File: src/rtl/if_pc_branch_unit_pkg.sv
// ---------------------------------------------------------------------------
// if_pc_branch_unit_pkg
//   Shared definitions for the fetch-stage PC / branch unit:
//     fetchState_t     - fetch FSM states (FETCH, DISCARD)
//     PC_INCR          - sequential PC increment (one 32-bit instruction)
//     DEFAULT_RESET_PC - default value loaded into the PC on reset
//   Optional feature macro used by this slice: BRANCH_DELAY_SLOT_EN
// ---------------------------------------------------------------------------
package if_pc_branch_unit_pkg;

   typedef enum logic {
      FETCH   = 1'b0,
      DISCARD = 1'b1
   } fetchState_t;

   localparam logic [31:0] PC_INCR          = 32'd4;
   localparam logic [31:0] DEFAULT_RESET_PC = 32'h0000_0000;

endpackage

File: src/rtl/if_next_pc_mux.sv
// ---------------------------------------------------------------------------
// if_next_pc_mux
//   Purely combinational next-PC selector. Computes the branch and jump
//   targets and picks the highest-priority source:
//   taken branch > jump > sequential (PC + 4).
//   Also produces the raw redirect flush requests; the top qualifies them
//   with reset.
//
//   Configuration macro: BRANCH_DELAY_SLOT_EN
//     defined   : taken branch flushes IF/ID only, jump flushes nothing
//     undefined : taken branch flushes IF/ID and ID/EX, jump flushes IF/ID
//
//   Ports:
//     branchEx, bneEx, zeroEx  in   branch in EX, BNE sense, ALU zero flag
//     pcPlus4Ex                in   branch instruction's PC + 4
//     offsetEx                 in   sign-extended immediate << 2
//     jumpId                   in   J-type jump in ID
//     jumpTargetId             in   26-bit jump index
//     pcPlus4Id                in   jump instruction's PC + 4
//     pcPlus4If                in   current fetch PC + 4
//     taken                    out  branch condition resolved as taken
//     redirect                 out  taken branch or jump present
//     nextPc                   out  selected next PC
//     flushIfId, flushIdEx     out  flush requests caused by the redirect
// ---------------------------------------------------------------------------
module if_next_pc_mux
   import if_pc_branch_unit_pkg::*;
(
   input  logic        branchEx,
   input  logic        bneEx,
   input  logic        zeroEx,
   input  logic [31:0] pcPlus4Ex,
   input  logic [31:0] offsetEx,
   input  logic        jumpId,
   input  logic [25:0] jumpTargetId,
   input  logic [31:0] pcPlus4Id,
   input  logic [31:0] pcPlus4If,
   output logic        taken,
   output logic        redirect,
   output logic [31:0] nextPc,
   output logic        flushIfId,
   output logic        flushIdEx
);

   logic [31:0] branchTarget;
   logic [31:0] jumpTarget;

   // Target arithmetic. The branch add wraps modulo 2^32 on purpose; there
   // is no overflow reporting on address computation. The jump target keeps
   // the upper nibble of the jump's own PC + 4 (region-relative jump).
   always_comb begin
      branchTarget = pcPlus4Ex + offsetEx;
      jumpTarget   = {pcPlus4Id[31:28], jumpTargetId, 2'b00};
      taken        = branchEx & (zeroEx ^ bneEx);
      redirect     = taken | jumpId;
   end

   // Priority selection. A branch in EX is older than a jump in ID, so when
   // both are present the jump is on the wrong path and the branch wins.
   always_comb begin
      nextPc = pcPlus4If;
      if (taken) begin
         nextPc = branchTarget;
      end else if (jumpId) begin
         nextPc = jumpTarget;
      end
   end

   // Flush requests raised by a redirect. With delay slots the instruction
   // behind a branch (already in ID) must survive, so only IF/ID is killed,
   // and a jump's delay slot is the instruction being fetched, so a jump
   // kills nothing. Without delay slots everything younger than the
   // redirecting instruction is squashed.
   always_comb begin
      flushIfId = 1'b0;
      flushIdEx = 1'b0;
`ifdef BRANCH_DELAY_SLOT_EN
      flushIfId = taken;
`else
      flushIfId = taken | jumpId;
      flushIdEx = taken;
`endif
   end

endmodule

File: src/rtl/if_pc_branch_unit.sv
// ---------------------------------------------------------------------------
// if_pc_branch_unit
//   Fetch-stage program counter with branch / jump redirection and a small
//   FETCH/DISCARD FSM that throws away a fetch that was already in flight
//   when a redirect happened and the instruction memory was not yet ready.
//
//   Configuration macro: BRANCH_DELAY_SLOT_EN (changes the flush pattern,
//   see if_next_pc_mux).
//
//   Parameters:
//     RESET_PC                     PC value loaded on reset
//   Ports:
//     Clk                          in   clock, rising edge
//     Reset                        in   synchronous active-high reset
//     Stall_IF                     in   hazard hold of sequential advance
//     Branch_EX, Bne_EX, Zero_EX   in   branch in EX, BNE sense, zero flag
//     PC_Plus_4_EX                 in   branch instruction's PC + 4
//     Instruction_Shift_Left_2_EX  in   branch offset (imm << 2)
//     Jump_ID, Jump_Target_ID      in   J-type jump in ID and its index
//     PC_Plus_4_ID                 in   jump instruction's PC + 4
//     IMem_Ready                   in   instruction memory completes fetch
//     PC_IF, PC_Plus_4_IF          out  current fetch PC and PC + 4
//     IMem_Req                     out  fetch request
//     Flush_IF_ID, Flush_ID_EX     out  pipeline register flush pulses
//     Branch_Taken                 out  branch in EX resolved as taken
// ---------------------------------------------------------------------------
module if_pc_branch_unit
   import if_pc_branch_unit_pkg::*;
#(
   parameter logic [31:0] RESET_PC = DEFAULT_RESET_PC
)(
   input  logic        Clk,
   input  logic        Reset,
   input  logic        Stall_IF,
   input  logic        Branch_EX,
   input  logic        Bne_EX,
   input  logic        Zero_EX,
   input  logic [31:0] PC_Plus_4_EX,
   input  logic [31:0] Instruction_Shift_Left_2_EX,
   input  logic        Jump_ID,
   input  logic [25:0] Jump_Target_ID,
   input  logic [31:0] PC_Plus_4_ID,
   input  logic        IMem_Ready,
   output logic [31:0] PC_IF,
   output logic [31:0] PC_Plus_4_IF,
   output logic        IMem_Req,
   output logic        Flush_IF_ID,
   output logic        Flush_ID_EX,
   output logic        Branch_Taken
);

   fetchState_t state;
   fetchState_t nextState;
   logic [31:0] pcReg;
   logic [31:0] pcNext;
   logic [31:0] pcPlus4;
   logic [31:0] muxPc;
   logic        taken;
   logic        redirect;
   logic        redirectFlushIfId;
   logic        redirectFlushIdEx;
   logic        discardFlush;

   assign pcPlus4 = pcReg + PC_INCR;

   if_next_pc_mux nextPcMux (
      .branchEx     (Branch_EX),
      .bneEx        (Bne_EX),
      .zeroEx       (Zero_EX),
      .pcPlus4Ex    (PC_Plus_4_EX),
      .offsetEx     (Instruction_Shift_Left_2_EX),
      .jumpId       (Jump_ID),
      .jumpTargetId (Jump_Target_ID),
      .pcPlus4Id    (PC_Plus_4_ID),
      .pcPlus4If    (pcPlus4),
      .taken        (taken),
      .redirect     (redirect),
      .nextPc       (muxPc),
      .flushIfId    (redirectFlushIfId),
      .flushIdEx    (redirectFlushIdEx)
   );

   // State and PC register. Reset wins over everything, including a
   // redirect in the same cycle, and drops any pending discard so no stale
   // flush pulse appears after release.
   always_ff @(posedge Clk) begin
      if (Reset) begin
         state <= FETCH;
         pcReg <= RESET_PC;
      end else begin
         state <= nextState;
         pcReg <= pcNext;
      end
   end

   // Next-state / next-PC logic.
   // FETCH: a redirect always loads its target (a stall cannot block it).
   //   If memory was not ready the fetch of the old PC is still in flight,
   //   so we go to DISCARD to drop it when it finally completes. Without a
   //   redirect the PC only moves on a completed, unstalled fetch.
   // DISCARD: the PC already points at the target and holds; the completing
   //   stale fetch is flushed and we return to FETCH. A further redirect
   //   replaces the target and keeps us discarding.
   always_comb begin
      nextState    = state;
      pcNext       = pcReg;
      discardFlush = 1'b0;
      case (state)
         FETCH: begin
            if (redirect) begin
               pcNext = muxPc;
               if (!IMem_Ready) begin
                  nextState = DISCARD;
               end
            end else if (IMem_Ready && !Stall_IF) begin
               pcNext = pcPlus4;
            end
         end
         DISCARD: begin
            discardFlush = IMem_Ready;
            if (redirect) begin
               pcNext    = muxPc;
               nextState = DISCARD;
            end else if (IMem_Ready) begin
               nextState = FETCH;
            end
         end
      endcase
   end

   // Outputs. Flushes are combinational pulses in the cycle the redirect
   // (or discard completion) is decided and are suppressed under reset.
   // Branch_Taken is the raw branch condition.
   always_comb begin
      PC_IF        = pcReg;
      PC_Plus_4_IF = pcPlus4;
      IMem_Req     = ~Reset;
      Branch_Taken = taken;
      Flush_IF_ID  = ~Reset & (redirectFlushIfId | discardFlush);
      Flush_ID_EX  = ~Reset & redirectFlushIdEx;
   end

endmodule

File: config.mk
export PLATFORM = sky130hd
export DESIGN_NAME = if_pc_branch_unit
export DESIGN_NICKNAME = d
export VERILOG_FILES = /design/src/rtl/if_pc_branch_unit_pkg.sv /design/src/rtl/if_next_pc_mux.sv /design/src/rtl/if_pc_branch_unit.sv
export SDC_FILE = /design/constraint.sdc
export NUM_CORES = 1
export LEC_CHECK = 0
export CORE_MARGIN = 3
export CORE_UTILIZATION = 35
export DETAILED_ROUTE_END_ITERATION = 7
export PLACE_DENSITY_LB_ADDON = 0.05
export SKIP_LAST_GASP = 1
export SYNTH_ARGS = -nofsm -noshare
export SYNTH_HDL_FRONTEND = slang
export SYNTH_SLANG_ARGS = --single-unit
File: constraint.sdc
create_clock -name Clk -period 2.25 [get_ports Clk]
set_clock_uncertainty 0.05 [all_clocks]
set_input_delay 0.225 -clock Clk [delete_from_list [all_inputs] [get_ports Clk]]
set_output_delay 0.225 -clock Clk [all_outputs]
set_load 0.01 [all_outputs]
Word-level counts from Yosys, hierarchy flattened
Index checks and enable logic that the tools add are counted.
W data, S select, Z words.
{"block": "classes", "add_sub_neg": 2, "mul": 0, "div": 0, "n_lt_le_gt_ge": 0, "eq_ne": 2, "shift": 0, "mux": 11, "bitwise_logic": 8, "n_reduce_logical": 3}
{"op": "$mux W32", "count": 5}
{"op": "$pmux W32 S2", "count": 1}
{"op": "$add A32 B3 Y32 const B", "count": 1}
{"op": "$add A32 B32 Y32", "count": 1}
{"op": "$mux W1", "count": 4}
{"op": "$and A1 B1 Y1", "count": 3}
{"op": "$ne A3 B3 Y1 const B", "count": 1}
{"op": "$ne A2 B1 Y1 const B", "count": 1}
{"op": "$not A1 Y1", "count": 2}
{"op": "$or A1 B1 Y1", "count": 2}
{"op": "$pmux W1 S2", "count": 1}
{"op": "$reduce_and A2 Y1", "count": 1}
{"op": "$logic_and A1 B1 Y1", "count": 1}
{"op": "$logic_not A1 Y1", "count": 1}
{"op": "$xor A1 B1 Y1", "count": 1}
{"block": "word_totals", "register_bits": 33, "latch_bits": 0, "ram_bits": 0, "mem_bits_ro": 0, "inputBits": 130, "output_inout_bits": 68, "n_memories": 0}

Longest topological paths before layout
Gate-level depths: netlist (run 1).
{"block": "logic_depth", "depth_word": 5, "ltp_mapped": 12, "mapped_depth_nobuf": 12}

Cells and area by module
Synthesis (run 1) repeated with hierarchy kept, for this count alone.
{"block": "hier_totals", "cells_unflattened": 693, "hier_area_um2": 5031.1}
{"module": "if_next_pc_mux", "instances": 1, "cells_per_inst": 377, "area_each_um2": 2592.5}
{"module": "if_pc_branch_unit", "instances": 1, "cells_per_inst": 316, "area_each_um2": 2438.6}

Worst setup path after synthesis (run 1)
OpenSTA, ideal clock, no wires.
{"block": "synth_path", "path_type": "in2reg", "startpoint": "in PC_Plus_4_EX[15]", "endpoint": "reg pcReg[26], in the netlist PC_IF[26]", "setup_time_ns": 0.134, "arrival_ns": 2.143, "required_time_ns": 2.066, "path_slack_ns": -0.077, "stages": 10, "n_path_buf": 0, "path_cell_list": "ha_1 > a21o_1 > a21o_1 > a21o_1 > a311o_1 > a21oi_1 > nor2b_1 > a41oi_1 > xor2_1 > o22ai_1"}
{"block": "synth_via", "elab_chain_cells": 4}
{"item": "start: declaration", "line": "if_pc_branch_unit.sv:38", "rtl": "input logic [31:0] PC_Plus_4_EX,"}
{"item": "$add A32 B32 Y32 (*)", "line": "if_next_pc_mux.sv:52", "rtl": "branchTarget = pcPlus4Ex + offsetEx;"}
{"item": "$mux W32 (*)", "line": "if_next_pc_mux.sv:62", "rtl": "if (taken) begin"}
{"item": "$mux W32, on equally long branches", "line": "if_pc_branch_unit.sv:121, if_pc_branch_unit.sv:110"}
{"item": "$pmux W32 S2 (*)", "line": "if_pc_branch_unit.sv:108", "rtl": "case (state)"}
{"item": "end signal: assignment", "line": "if_pc_branch_unit.sv:92", "rtl": "pcReg <= pcNext;"}
{"item": "end: declaration", "line": "if_pc_branch_unit.sv:54", "rtl": "logic [31:0] pcReg;"}
Every way passes the cells marked *; elsewhere a longest branch is shown, timed or not. The select of a mux whose other input is x is not followed.
A chain may end at the register's enable or synchronous reset.

Final worst setup path (run 1)
{"block": "layout_path", "startpoint": "reg pcReg[3], in the netlist PC_IF[3]", "endpoint": "out PC_Plus_4_IF[24]"}
{"block": "layout_via", "elab_chain_cells": 1}
{"item": "$add A32 B3 Y32", "line": "if_pc_branch_unit.sv:64", "rtl": "assign pcPlus4 = pcReg + PC_INCR;"}
{"item": "end: declaration", "line": "if_pc_branch_unit.sv:45", "rtl": "output logic [31:0] PC_Plus_4_IF,"}
Every way passes these cells.

==> flow_summary.toml, run 1 <==
[final_layout]
drive_gt1_frac = 0.365
fin_cells = 984
num_antenna_cells = 0
areaGrowthSynthToFinish_pct = 96.8
fin_nets = 1006

[logic_synthesis]
syn_area_per_cell_sq_um = 7.34
synth_top_area_cell = "dfxtp_1"
seq_area_frac_synth = 0.168
synth.area.top_cells = "dfxtp_1 17%, ha_1 10%, xor2_1 8.5%"
yosys_register_bits = 33
netlist_area_sq_mm = 0.00393
syn_inst = 535
synth_edf_count = 0
netlist.area_leader.share = 0.168
ys_async_sr_fraction = 0
yosysWarnings = 0
synth_flop_cell = "dfxtp_1"
synthDistinctLibCells = 62
synthesis.nets = 698

[detailed_routing]
wl_um = 16600
firstDrtPassIters = 5
wl_per_cell_um = 16.8
viasPerCell = 5.18
num_vias = 5102
ant_nets = 0
drc = 0
drt_iter0_markers = 265

[timing]
fmax_ghz = 0.435
slew_violations = 0
maxSlewHeadroom = 0.716
worst_slack_ps = -48.7
hold_viol_final = 0
fin_crit_ps = 2300
finalSetupViolCount = 6
worst_pin_slew_ps = 425
hold-worst-slack_ps = 312
period_share = 1.02
rsz0062_at_grt = "true"

[setup_path]
required_ps = 1980
max_stage_delay_ps = 370
critPathLaunchType = "register"
slowest_stage = "dfxtp_4"
worstPathMaxFanout = 5
critPathArrivalTime_ps = 2020
crit_chain = "ha_4 -> nand3_4 -> or2_4 -> nor3_4 -> nand3_4 -> buf_4 -> xnor2_2 -> buf_2"
endpoint_kind = "primary output"
crit_path_frequent_cell = "nand3_4"
crit_type = "register to primary output"

[power_and_ir_drop]
ir_drop_mv = 0.317
p_per_area_mw_per_mm2 = 416
p_leak_nw = 3.53

[clock_network]
cts_buffer_depth = 2
clockRootBuffer = "clkbuf_8"
clock_sinks = 33
cts_made_buffers = 5
cts_htree_levels = 2
cts_tree = "yes"
clkLatencyLatePin_ps = 290
cts_hold_buf = 0
clkTransAtPathRegs_ps = 80

[floorplanning]
die_area_sq_mm = 0.0125
start_util = 0.361
rows = 38
die_h_um = 112
io_pins = 198
coreArea_sq_mm = 0.0109
die_x_um = 112

[global_routing]
grt_pass1_vias = 5014
overflow = 0
grtUsageTotal = 0.245
grt_pass1_wl_um = 25300
grt_max_degree = 27
antenna_found_initial = 0

[run_status]
status = "complete, but fails checks"
violations = "setup timing"

[placed_design]
dp.cells = 954
routabilityCongestion = 0.900
post-place-ws_ps = -821
io_buffers = 169
dpl.hpwl_um = 12700

[run]
cap_violations = 0

[min_path]
min_path_type = "primary input to register"
[worst max-delay path, delay by kind of cell (launching register included)]
family	cells	cell delay, ps
AND/OR/NAND/NOR	4	770
flip-flops	1	370
buffers and inverters	2	330
adder cells (fa/ha/maj)	1	150
XOR/XNOR	1	110
[kinds of logic after synthesis]
logic type | share of synthesized area
AND/OR/NAND/NOR | 0.252
AO/OA/AOI/OAI | 0.242
XOR/XNOR | 0.165
adder cells (fa/ha/maj) | 0.110
buffers and inverters | 0.0405
multiplexers | 0.0229
flip-flops | 0.168
[registers in the layout (all words and copies together), names as in the netlist]
name and cells:
PC_IF 32, state 1
[layout by cell type, fill, tap and decap left out, types with 8 or more instances in the layout]
master           count
buf_4              144
clkdlybuf4s50_1    107
nand2_1             55
nor2_1              43
a21oi_1             37
xor2_1              35
dfxtp_1             29
xnor2_1             27
o21ai_0             20
dlymetal6s2s_1      20
ha_4                19
nand3_1             18
a21o_1              16
buf_2               16
dlygate4sd2_1       15
a21oi_2             13
o22ai_1             13
inv_1               12
ha_1                11
mux2i_1              9
a31oi_1              9
buf_6                9
xnor2_2              8
[where the power goes]
part,total [mW],leakage (nW),internal [mW],switching [mW]
clock network,0.584,0.0543,0.332,0.253
logic,1.91,3.20,1.02,0.890
registers,0.713,0.275,0.650,0.0626
total,3.21,3.53,2.01,1.21
[metrics by stage]
step	total power, mW	instance area, sq um	utilization	setup TNS [ps]
after floorplan	1.47	3960	-	-24.6
after global placement	2.39	6710	0.616	-16720
after detailed placement	2.40	6710	0.616	-18280
after CTS	3.07	7220	0.664	-212
after global routing	3.40	7730	0.710	-1520
final	3.21	7730	0.710	-171
[cells in the mapped netlist, drive strengths merged (7+ instances only)]
| master | number |
|---|---|
| a211oi | 7 |
| nor3 | 12 |
| clkbuf | 15 |
| dfxtp | 33 |
| a21oi | 55 |
| nand3 | 24 |
| ha | 32 |
| o22ai | 13 |
| a31oi | 12 |
| nand2 | 58 |
| buf | 7 |
| xor2 | 38 |
| nor2 | 54 |
| o21ai | 28 |
| mux2i | 9 |
| xnor2 | 35 |
| inv | 15 |
| a21o | 16 |
| and3 | 9 |
[routing by layer]
| metal | global-route usage | up-vias | part of all wire |
|---|---|---|---|
| li1 | - | 2543 | - |
| met4 | 0.0422 | 0 | 0.013 |
| met2 | 0.412 | 145 | 0.48 |
| met1 | 0.340 | 2395 | 0.46 |
| met3 | 0.0299 | 19 | 0.045 |
| met5 | 0 | - | 0 |
[cell type report]
cell class / count / area, sq um
well taps: 140 / 175
flip-flops and latches: 33 / 671
clock inverters: 3 / 46.3
repair buffers: 323 / 2820
fillers: 916 / 3160
inverters: 15 / 56.3
multi-input cells: 465 / 3890
clock buffers: 5 / 68.8
[path summary, 6_finish.rpt]
path | start | to | slack (ps) | depth (start not counted)
setup / recovery | PC_IF[3]$_SDFFE_PP0P_ | PC_Plus_4_IF[24] | -50 | 8
hold / removal | Instruction_Shift_Left_2_EX[0] | PC_IF[0]$_SDFFE_PP0P_ | 310 | 4
setup reg to reg | PC_IF[3]$_SDFFE_PP0P_ | PC_IF[28]$_SDFFE_PP0P_ | 10 | 11
hold reg to reg | PC_IF[0]$_SDFFE_PP0P_ | PC_IF[0]$_SDFFE_PP0P_ | 450 | 2
[repair_timing]
action	4_1_cts	5_1_grt
buffers inserted	10	12
gates resized for setup	158	116
setup endpoints to repair	48	42
pin swaps	40	73
(Power assumes the default switching activity.)
==> inputs of run 2 (changes only) <==
CTS_CLUSTER_DIAMETER = 200   (was not set)
GPL_ROUTABILITY_DRIVEN = 0   (was not set)
==> flow_summary.toml, run 2 (synthesized netlist as in run 1, its figures left out) <==
[run_status]
status = "complete, but fails checks"
violations = "setup timing"

[timing]
worst_slack_ps = -44.7
worst_pin_slew_ps = 448
fin_crit_ps = 2290
hold_viol_final = 0
period_share = 1.02
setup-tns-final_ps = -172
slew_violations = 0
maxSlewHeadroom = 0.701
finalSetupViolCount = 6
fmax_ghz = 0.436
rsz0062_at_grt = "true"

[min_path]
holdPathStages = 4
hold_end = "PC_IF[0]$_SDFFE_PP0P_"
min_path_type = "primary input to register"
min_from = "PC_Plus_4_EX[0]"

[final_layout]
largest_reg_flops = 32
final_cell_mix = "150 x buf_4, 113 x clkdlybuf4s50_1, 55 x nand2_1, 45 x nor2_1, 41 x a21oi_1"
fin_nets = 1013
drive_gt1_frac = 0.364
num_antenna_cells = 0
areaGrowthSynthToFinish_pct = 93.8
final_util = 0.699
final_common_cell = "buf_4"

[setup_path]
timing.rr.end = "PC_IF[28]$_SDFFE_PP0P_"
worstReg2RegStart = "PC_IF[3]$_SDFFE_PP0P_"
required_ps = 1980
crit_type = "register to primary output"
reg2reg_depth = 12
critPathLaunchType = "register"
worstPathMaxFanout = 3
endpoint_kind = "primary output"
r2r_setup_slack_ps = -20
critPathArrivalTime_ps = 2020

[clock_network]
clockRootBuffer = "clkbuf_8"
clkTransAtPathRegs_ps = 70
clkLatencyLatePin_ps = 280
cts_tree = "yes"
cts_buffer_depth = 2
cts_hold_buf = 0
cts_made_buffers = 5
cts_htree_levels = 2
clock_sinks = 33

[detailed_routing]
num_vias = 5134
drc = 0
wl_um = 15700
wl_per_cell_um = 15.8
drt_iter0_markers = 280
viasPerCell = 5.18
ant_nets = 0
firstDrtPassIters = 5

[power_and_ir_drop]
p_leak_nw = 3.48
ir_drop_mv = 0.305
p_per_area_mw_per_mm2 = 405
power.total_mw = 3.08

[placed_design]
post-place-ws_ps = -783
dpl.hpwl_um = 12000
io_buffers = 169

[global_routing]
grt_util_met1 = 0.309
met2_usage = 0.398
overflow = 0
top_usage_layer = "met2"
grtUsageTotal = 0.230
grt_pass1_wl_um = 24100
grt_max_degree = 31
use_met3 = 0.0342
antenna_found_initial = 0
grt_pass1_vias = 5041

[floorplanning]
die_x_um = 112
coreArea_sq_mm = 0.0109
io_pins = 198
rows = 38
start_util = 0.361
die_area_sq_mm = 0.0125
die_h_um = 112

[run]
cap_violations = 0
run 2: cell count changes in the layout (fill, tap and decap cells not counted), moves of 3 or more:
cell / change
dlymetal6s2s_1: -9
dfxtp_2: +3
clkdlybuf4s50_1: +6
o21ai_2: +3
dlygate4sd2_1: +8
buf_4: +6
a21oi_1: +4
clkdlybuf4s15_1: -5
run 2: worst max path at each step:
stage | start | to | slack [ps] | cells after the start
after detailed placement | Instruction_Shift_Left_2_EX[0] | PC_IF[28]$_SDFFE_PP0P_ | -780 | 13
after CTS | PC_IF[3]$_SDFFE_PP0P_ | PC_Plus_4_IF[26] | -140 | 9
after global placement | PC_Plus_4_EX[0] | PC_IF[28]$_SDFFE_PP0P_ | -690 | 13
final | PC_IF[3]$_SDFFE_PP0P_ | PC_Plus_4_IF[26] | -40 | 9
after floorplan | PC_Plus_4_EX[0] | PC_IF[26]$_SDFFE_PP0P_ | -20 | 12
after global routing | PC_IF[3]$_SDFFE_PP0P_ | PC_Plus_4_IF[24] | -140 | 9
run 2: through the flow:
| stage | cell area (sq um) | instances | hold slack, ps |
|---|---|---|---|
| floorplan | 3960 | 535 | 359 |
| global placement | 6730 | 957 | 421 |
| detailed placement | 6730 | 957 | 444 |
| CTS | 7270 | 984 | 323 |
| global route | 7610 | 991 | 328 |
| finish | 7610 | 991 | 302 |
run 2: timing repair:
item	4_1_cts	5_1_grt
pin swaps	45	49
buffers inserted	19	9
gates resized for setup	163	85
setup endpoints to repair	48	38
run 2: final cells by class:
class                           count  area [sq um]
Clock buffer                        7          96.3
Clock inverter                      1          5.00
Fill cell                         892          3280
Inverter                           15          56.3
Multi-Input combinational cell    465          3760
Sequential cell                    33           671
Tap cell                          140           175
Timing Repair Buffer              330          2850
run 2: critical path: stages (launching register included):
cell and delay [ps]:
dfxtp_4 370, ha_4 150, nand3_4 70, or2_4 270, nor3_4 200, nand3_2 130
buf_6 160, nor2_4 70, xor2_1 160, buf_2 160
run 2: layer usage:
metal | share of wire | vias to the layer above
li1 | - | 2553
met1 | 0.44 | 2390
met2 | 0.49 | 181
met3 | 0.067 | 10
met4 | 0.0073 | 0
met5 | 0 | -
run 2: power by group:
group	total [mW]	switching, mW	internal (mW)
clock network	0.503	0.226	0.277
registers	0.711	0.0598	0.651
logic	1.87	0.849	1.02
==> inputs of run 3 (changes only) <==
CORE_UTILIZATION = 45   (was 35)
clock period = 2.8 ns   (was 2.25 ns; I/O delays follow)
==> flow_summary.toml, run 3 (synthesized netlist as in run 1, its figures left out) <==
[run]
cap_violations = 0

[setup_path]
crit_type = "register to primary output"
critPathArrivalTime_ps = 2410
crit_chain = "and4_4 -> nand4_4 -> buf_4 -> nor2_1 -> buf_4 -> xor2_1 -> clkdlybuf4s50_1"
required_ps = 2470
endpoint_kind = "primary output"
max_stage_delay_ps = 600
critPathLaunchType = "register"
slowest_stage = "clkdlybuf4s50_1"
crit_path_frequent_cell = "buf_4"
worstPathMaxFanout = 5

[final_layout]
filler_cell_count = 643
largest_reg_flops = 32
multi_input_area_sq_mm = 0.00318
final_cell_mix = "160 x clkdlybuf4s50_1, 65 x buf_4, 57 x nand2_1, 54 x nor2_1, 53 x a21oi_1"
final_common_cell = "clkdlybuf4s50_1"
num_antenna_cells = 0
fin_cells = 860
areaGrowthSynthToFinish_pct = 61.2
regArea_sq_um = 668
final_cell_area_sq_mm = 0.00633
drive_gt1_frac = 0.152
fin_nets = 917
final_util = 0.759

[power_and_ir_drop]
p_per_area_mw_per_mm2 = 357
ir_drop_mv = 0.308
p_leak_nw = 2.79
power.total_mw = 2.26

[clock_network]
cts_htree_levels = 2
cts_hold_buf = 0
cts_tree = "yes"
cts_made_buffers = 5
clkTransAtPathRegs_ps = 70
clock_sinks = 33
clkLatencyLatePin_ps = 290
clockRootBuffer = "clkbuf_8"
cts_buffer_depth = 2

[floorplanning]
die_h_um = 99.4
rows = 33
coreArea_sq_mm = 0.00834
die_area_sq_mm = 0.00988
start_util = 0.471
die_x_um = 99.4
io_pins = 198

[global_routing]
overflow = 0
use_met3 = 0.0309
grtUsageTotal = 0.267
top_usage_layer = "met2"
grt_pass1_vias = 4501
grt_max_degree = 27
grt_pass1_wl_um = 21800
met2_usage = 0.440
grt_util_met1 = 0.367
antenna_found_initial = 0

[placed_design]
io_buffers = 169
post-place-ws_ps = -340
dpl.hpwl_um = 11000
place_area_sq_mm = 0.00609
dp.cells = 846

[detailed_routing]
ant_nets = 0
drt_iter0_markers = 239
num_vias = 4826
viasPerCell = 5.61
wl_um = 13600
drc = 0
wl_per_cell_um = 15.8
firstDrtPassIters = 5

[timing]
maxSlewHeadroom = 0.645
setup-tns-final_ps = 0
worst_pin_slew_ps = 532
fmax_ghz = 0.365
rsz0062_at_grt = "true"
finalSetupViolCount = 0
fin_crit_ps = 2740
hold_viol_final = 0
period_share = 0.979
worst_slack_ps = 59.7
hold-worst-slack_ps = 455
slew_violations = 0

[run_status]
status = "complete, no violations"

[min_path]
min_path_type = "register to register"
run 3: critical path, delay by kind of cell, from the launching register on:
family        cells  cell delay [ps]
xor+xnor          1              270
buf+inv           3              940
flops             1              380
simple gates      3              540
run 3: cell type report:
class,instances,share of cell area
Inverter,15,0.00890
Timing Repair Buffer,234,0.344
Sequential cell,33,0.106
Multi-Input combinational cell,465,0.502
Clock buffer,5,0.0109
Clock inverter,3,0.00731
Tap cell,105,0.0208
run 3: final timing paths:
check                         from                     end  slack (ps)  cells after the start
max          PC_IF[5]$_SDFFE_PP0P_        PC_Plus_4_IF[11]          60                      7
min          PC_IF[0]$_SDFFE_PP0P_   PC_IF[0]$_SDFFE_PP0P_         460                      2
max reg2reg  PC_IF[2]$_SDFFE_PP0P_  PC_IF[28]$_SDFFE_PP0P_         260                     12
min reg2reg  PC_IF[0]$_SDFFE_PP0P_   PC_IF[0]$_SDFFE_PP0P_         460                      2
run 3: power by group:
| part | switching [mW] | internal (mW) |
|---|---|---|
| registers | 0.0646 | 0.523 |
| logic | 0.563 | 0.650 |
| clock network | 0.194 | 0.266 |
| total | 0.822 | 1.44 |
run 3: metal layers:
| metal | share of wire | vias to the layer above |
|---|---|---|
| li1 | - | 2369 |
| met1 | 0.43 | 2195 |
| met2 | 0.47 | 240 |
| met3 | 0.082 | 22 |
| met4 | 0.021 | 0 |
| met5 | 0 | - |
run 3: timing repair:
| action | 4_1_cts | 5_1_grt |
|---|---|---|
| buffers inserted | 4 | 2 |
| gates resized for setup | 15 | 17 |
| setup endpoints to repair | 9 | 20 |
| pin swaps | 3 | 5 |
